==> config.mk <==
export PLATFORM = sky130hd
export DESIGN_NAME = encod_load
export DESIGN_NICKNAME = d
export VERILOG_FILES = /design/src/rtl/encod_load_pkg.sv /design/src/rtl/encod_load_seg_to_code.sv /design/src/rtl/encod_load.sv
export SDC_FILE = /design/constraint.sdc
export NUM_CORES = 1
export LEC_CHECK = 0
export ABC_CLOCK_PERIOD_IN_PS = 3000
export CAP_MARGIN = 20
export CORE_MARGIN = 1
export CORE_UTILIZATION = 49
export DETAILED_ROUTE_END_ITERATION = 10
export GPL_ROUTABILITY_DRIVEN = 1
export PLACE_DENSITY = 0.85
export SETUP_SLACK_MARGIN = 0.2
export SLEW_MARGIN = 25
export SYNTH_ARGS = -nofsm -noshare
export SYNTH_HDL_FRONTEND = slang
export SYNTH_SLANG_ARGS = --single-unit
export TNS_END_PERCENT = 20
==> constraint.sdc <==
create_clock -name clk -period 3 [get_ports clk]
set_input_delay 0.3 -clock clk [delete_from_list [all_inputs] [get_ports clk]]
set_output_delay 0.3 -clock clk [all_outputs]
set_load 0.005 [all_outputs]
==> src/rtl/encod_load_pkg.sv <==
// Shared seven-segment constants and the output-buffer entry type for the
// segment encoder and the 3-bit-to-segment decoder.
package encod_load_pkg;

  localparam int unsigned SEG_W        = 7;
  localparam int unsigned CODE_W       = 3;
  localparam int unsigned CNT_W        = 4;
  localparam int unsigned STABLE_N_DEF = 3;

  // Active-low patterns, bit6=a .. bit0=g
  localparam logic [SEG_W-1:0] SEG_BLANK = 7'b1111111;
  localparam logic [SEG_W-1:0] SEG_0     = 7'b0000001;
  localparam logic [SEG_W-1:0] SEG_1     = 7'b1001111;
  localparam logic [SEG_W-1:0] SEG_2     = 7'b0010010;
  localparam logic [SEG_W-1:0] SEG_3     = 7'b0000110;
  localparam logic [SEG_W-1:0] SEG_4     = 7'b1001100;
  localparam logic [SEG_W-1:0] SEG_5     = 7'b0100100;
  localparam logic [SEG_W-1:0] SEG_6     = 7'b0100000;
  localparam logic [SEG_W-1:0] SEG_7     = 7'b0001111;

  typedef struct packed {
    logic              err;
    logic [CODE_W-1:0] code;
  } codeEntry_t;

  function automatic logic [SEG_W-1:0] codeToSeg(input logic [CODE_W-1:0] code);
    logic [SEG_W-1:0] seg;
    case (code)
      CODE_W'(0): seg = SEG_0;
      CODE_W'(1): seg = SEG_1;
      CODE_W'(2): seg = SEG_2;
      CODE_W'(3): seg = SEG_3;
      CODE_W'(4): seg = SEG_4;
      CODE_W'(5): seg = SEG_5;
      CODE_W'(6): seg = SEG_6;
      default:    seg = SEG_7;
    endcase
    return seg;
  endfunction

endpackage

==> src/rtl/encod_load_seg_to_code.sv <==
// Pure lookup from an active-low segment pattern to its digit code.
module seg_to_code
  import encod_load_pkg::*;
(
  input  logic [SEG_W-1:0]  seg,
  output logic [CODE_W-1:0] code,
  output logic              illegal
);

  always_comb begin
    code    = '0;
    illegal = 1'b0;
    case (seg)
      SEG_0:   code = CODE_W'(0);
      SEG_1:   code = CODE_W'(1);
      SEG_2:   code = CODE_W'(2);
      SEG_3:   code = CODE_W'(3);
      SEG_4:   code = CODE_W'(4);
      SEG_5:   code = CODE_W'(5);
      SEG_6:   code = CODE_W'(6);
      SEG_7:   code = CODE_W'(7);
      default: illegal = 1'b1;
    endcase
  end

endmodule

==> src/rtl/encod_load.sv <==
// Debounces accepted segment patterns, encodes qualified ones to a 3-bit code
// and queues them in a 2-entry head/tail buffer with an illegal-pattern counter.
module encod_load
  import encod_load_pkg::*;
#(
  parameter int unsigned STABLE_N = STABLE_N_DEF,
  parameter int unsigned ERR_W    = 8
) (
  input  logic              clk,
  input  logic              rst_n,
  input  logic [SEG_W-1:0]  seg_i,
  input  logic              seg_valid_i,
  output logic              seg_ready_o,
  output logic [CODE_W-1:0] code_o,
  output logic              code_err_o,
  output logic              code_valid_o,
  input  logic              code_ready_i,
  output logic [ERR_W-1:0]  err_cnt_o,
  input  logic              clr_err_i
);

  logic [SEG_W-1:0]  lastSeg;
  logic [CNT_W-1:0]  stableCnt;
  codeEntry_t        headQ;
  codeEntry_t        tailQ;
  logic              headValid;
  logic              tailValid;
  logic [ERR_W-1:0]  errCnt;

  logic [CODE_W-1:0] lutCode;
  logic              lutIllegal;
  logic              accept;
  logic              pop;
  logic              push;
  codeEntry_t        newEntry;

  seg_to_code uLut (
    .seg     (seg_i),
    .code    (lutCode),
    .illegal (lutIllegal)
  );

  // Buffer is full exactly when the tail slot is occupied.
  assign seg_ready_o  = ~tailValid;
  assign accept       = seg_valid_i & ~tailValid;
  assign pop          = headValid & code_ready_i;
  assign code_valid_o = headValid;
  assign code_o       = headQ.code;
  assign code_err_o   = headQ.err;
  assign err_cnt_o    = errCnt;

  // Push on the accept that brings the run length up to STABLE_N.
  always_comb begin
    push          = 1'b0;
    newEntry.err  = lutIllegal;
    newEntry.code = lutIllegal ? '0 : lutCode;
    if (accept) begin
      if (seg_i == lastSeg) begin
        push = (stableCnt == CNT_W'(STABLE_N - 1));
      end else begin
        push = (STABLE_N == 1);
      end
    end
  end

  always_ff @(posedge clk or negedge rst_n) begin
    if (!rst_n) begin
      lastSeg   <= SEG_BLANK;
      stableCnt <= '0;
    end else if (accept) begin
      if (seg_i == lastSeg) begin
        if (stableCnt < CNT_W'(STABLE_N)) begin
          stableCnt <= stableCnt + CNT_W'(1);
        end
      end else begin
        lastSeg   <= seg_i;
        stableCnt <= CNT_W'(1);
      end
    end
  end

  // A push never coincides with a pop while the tail is occupied.
  always_ff @(posedge clk or negedge rst_n) begin
    if (!rst_n) begin
      headQ     <= '0;
      tailQ     <= '0;
      headValid <= 1'b0;
      tailValid <= 1'b0;
    end else if (pop) begin
      if (tailValid) begin
        headQ     <= tailQ;
        tailValid <= 1'b0;
      end else if (push) begin
        headQ     <= newEntry;
      end else begin
        headValid <= 1'b0;
      end
    end else if (push) begin
      if (!headValid) begin
        headQ     <= newEntry;
        headValid <= 1'b1;
      end else begin
        tailQ     <= newEntry;
        tailValid <= 1'b1;
      end
    end
  end

  always_ff @(posedge clk or negedge rst_n) begin
    if (!rst_n) begin
      errCnt <= '0;
    end else if (clr_err_i) begin
      errCnt <= '0;
    end else if (push && lutIllegal && (errCnt != '1)) begin
      errCnt <= errCnt + ERR_W'(1);
    end
  end

endmodule

==> flow_summary.toml <==
[pwr]
combinationalPowerShare_pct = 13.4
power.share.switching_pct = 25.8
maximum_ir_drop_on_the_vdd_rail_v = 0.000290
clock_power_share_pct = 29.4
cell_internal_pwr_mw = 0.558
p_leak_nw = 0.813
power_per_cell_area_nw_per_um2 = 384
sequentialPowerShare_pct = 57.2
power.net_switching_mw = 0.194
report.power.total_mw = 0.752

[layout]
n_antenna_cell = 0
layout.cell_area.non_filler_um2 = 1960
layout.core_utilization_pct = 62.1
area.sequential_um2 = 734
layout.nets = 194
final_cells = 224
area_delta_synth_final_pct = 16.5
filler_cell_count = 288
layout.cells.most_common_list = "24 x sky130_fd_sc_hd__clkdlybuf4s50_1, 22 x sky130_fd_sc_hd__dfrtp_1, 12 x sky130_fd_sc_hd__a21oi_1"
layout_cell_share_with_drive_strength_beyond_1_pct = 22.2
layout_commonest_cell = "sky130_fd_sc_hd__clkdlybuf4s50_1"
multi_input_comb_area_um2 = 837

[routing]
number_of_vias_per_cell_after_detailed_routing = 5.61
detailedRoute.firstPassIterationCount = 5
route.final.wire_length_mm = 3.18
antenna_left = 0
drc = 0
drt_first_iter_violations = 59
via_count = 1257
detail_route.wl_per_cell_um = 14.2

[clock_network]
clock_sinks = 29
cts_tree = "built"
cts_buffers = 5
clockRootBuffer = "sky130_fd_sc_hd__clkbuf_4"
h_tree_levels = 2
post_cts_resized = 0
clkSlewWorstSetupHoldPaths_ns = 0.08
clock_insertion_delay_worst_skew_ns = 0.32
max_clock_buf_depth = 2

[timing]
fmaxAchievable_ghz = 0.430
timing_hold_violations_final = 0
final.setup_skew_ns = 0.00630
period_share_pct = 77.6
hold-worst-slack_ns = 0.486
final-setup-viol-count = 0
slew_violations = 0
finalCriticalPeriod_ns = 2.33
tightest_slew_ns = 0.545
final.setup.worst_slack_ns = 0.673
unrepaired_setup_endpoints_after_global_routing = "no"
max_slew_margin_pct = 63.6
setup-tns-final_ns = 0

[die]
io-pin-count = 26
floorplan_core_area_um2 = 3150
die_area_um2 = 3670
die-height_um = 60.5
die-width_um = 60.5
std_cell_rows = 20
start_util_pct = 53.3

[logic_synthesis]
synthesis.area_per_instance_um2 = 10.8
synth_cell_area_um2 = 1680
synth_seq_cells = 29
yosys.cell_types.count = 45
postSynth.topFlopCell = "sky130_fd_sc_hd__dfrtp_1"
ys_async_sr_fraction_pct = 100
ys_seq_area_share_pct = 43.7
synth_warnings = 0
syn_inst = 155
synth-edff-count = 0
synthesis.nets = 170

[global_route]
globalRoute.totalOverflow = 0
global_route_wire_length_before_repair_mm = 5.55
grt_util_all_layers_pct = 20.8
grt_antenna_before_repair = 0
grt_pass1_vias = 1264
grt_start_max_net_pins = 24

[worst_hold_path]
hold_path.class = "input port to asynchronous set/reset pin"

[placed_design]
place_hpwl_mm = 2.41
placed_cells = 215
dpl_worst_slack_ns = 0.345
routability_congestion = 0.900
placement.io_buffers = 25
placedInstanceArea_um2 = 1900

[critical_path]
crit_start = "seg_i[1]"
rr_startpoint = "tailValid"
timing.critical_path.required_ns = 3.25
critical_path_arrival_ns = 2.58
critical_path.max_fanout = 12
crit_end_category = "flop"
cp-start-kind = "input port"
crit_type = "input port to flop"

[flow_run]
timing.max_cap.violations = 0

[run_status]
result_of_the_run = "complete, no violations"
-- path summary, 6_finish.rpt --
check	slack (ns)	cells after the start	end
max	0.67	7	err_cnt_o[5]
min	0.49	2	stableCnt[0]
max reg2reg	0.75	6	err_cnt_o[5]
min reg2reg	0.52	1	tailQ[0]
max in group asynchronous	1.92	3	lastSeg[1]
min in group clk	0.52	1	tailQ[0]
-- critical path, cell delays in order --
cell	delay [ns]
sky130_fd_sc_hd__clkdlybuf4s50_1	0.73
sky130_fd_sc_hd__xnor2_2	0.16
sky130_fd_sc_hd__nand4_2	0.16
sky130_fd_sc_hd__nor4_4	0.31
sky130_fd_sc_hd__nand3_2	0.24
sky130_fd_sc_hd__or4_1	0.52
sky130_fd_sc_hd__a21oi_1	0.16
-- power by group through the flow --
stage	logic, mW	clock network (mW)	registers (mW)
2_1_floorplan	0.0755	0	0.434
3_3_place_gp	0.0965	0	0.436
3_5_place_dp	0.101	0	0.438
4_1_cts	0.101	0.233	0.430
5_1_grt	0.111	0.248	0.434
6_report	0.100	0.221	0.430
-- logic make-up (layout without fill, tap and decap cells) --
kind of cell / Yosys count / after routing / synth area share (%)
and+or+nand+nor: 52 / 52 / 18.9
buffers and inverters: 15 / 40 / 6.41
DFF: 29 / 29 / 43.7
muxes: 12 / 12 / 7.97
adders and majority gates: 3 / 3 / 2.24
AOI/OAI and AO/OA: 33 / 33 / 12.3
xor gates and xnor gates: 11 / 11 / 8.42
-- routing by layer --
metal / wire (µm) / track usage [%]
met5: 0 / 0
met4: 61 / 10.7
met1: 1360 / 25.2
met3: 131 / 5.33
met2: 1620 / 34.4
-- flip-flops by register name (all words and copies together) (netlist names) --
register / flops
code_err_o: 1
code_o: 3
code_valid_o: 1
err_cnt_o: 8
lastSeg: 7
stableCnt: 4
tailQ: 4
tailValid: 1
-- synthesized netlist by cell type (4+ instances only) --
library cell	count	share of area, %
sky130_fd_sc_hd__dfrtp_1	22	33
sky130_fd_sc_hd__xnor2_2	6	5.8
sky130_fd_sc_hd__o31ai_1	4	1.8
sky130_fd_sc_hd__a21oi_1	12	3.6
sky130_fd_sc_hd__dfstp_2	7	11
sky130_fd_sc_hd__nand2_1	5	1.1
sky130_fd_sc_hd__o22ai_1	4	1.5
sky130_fd_sc_hd__o21ai_0	5	1.5
sky130_fd_sc_hd__xor2_1	4	2.1
sky130_fd_sc_hd__buf_6	5	3.4
sky130_fd_sc_hd__nand3_1	7	2.1
sky130_fd_sc_hd__nor2_1	11	2.5
sky130_fd_sc_hd__inv_1	5	1.1
sky130_fd_sc_hd__mux2_2	11	7.4
-- repair_timing --
action	CTS	global route
endpoints found under the hold margin	0	22
hold buffers	0	1
endpoints found under the setup margin	0	0
buffers inserted	0	0
-- area by class of cell --
class                      instances  share of cell area (%)
inverter                           5                   0.959
sequential                        29                    37.5
multi-input combinational        111                    42.8
tap                               44                    2.81
clock buffer                       8                    2.49
timing repair buffer              27                    13.4
Note: power is estimated with default switching activity, not from simulation.
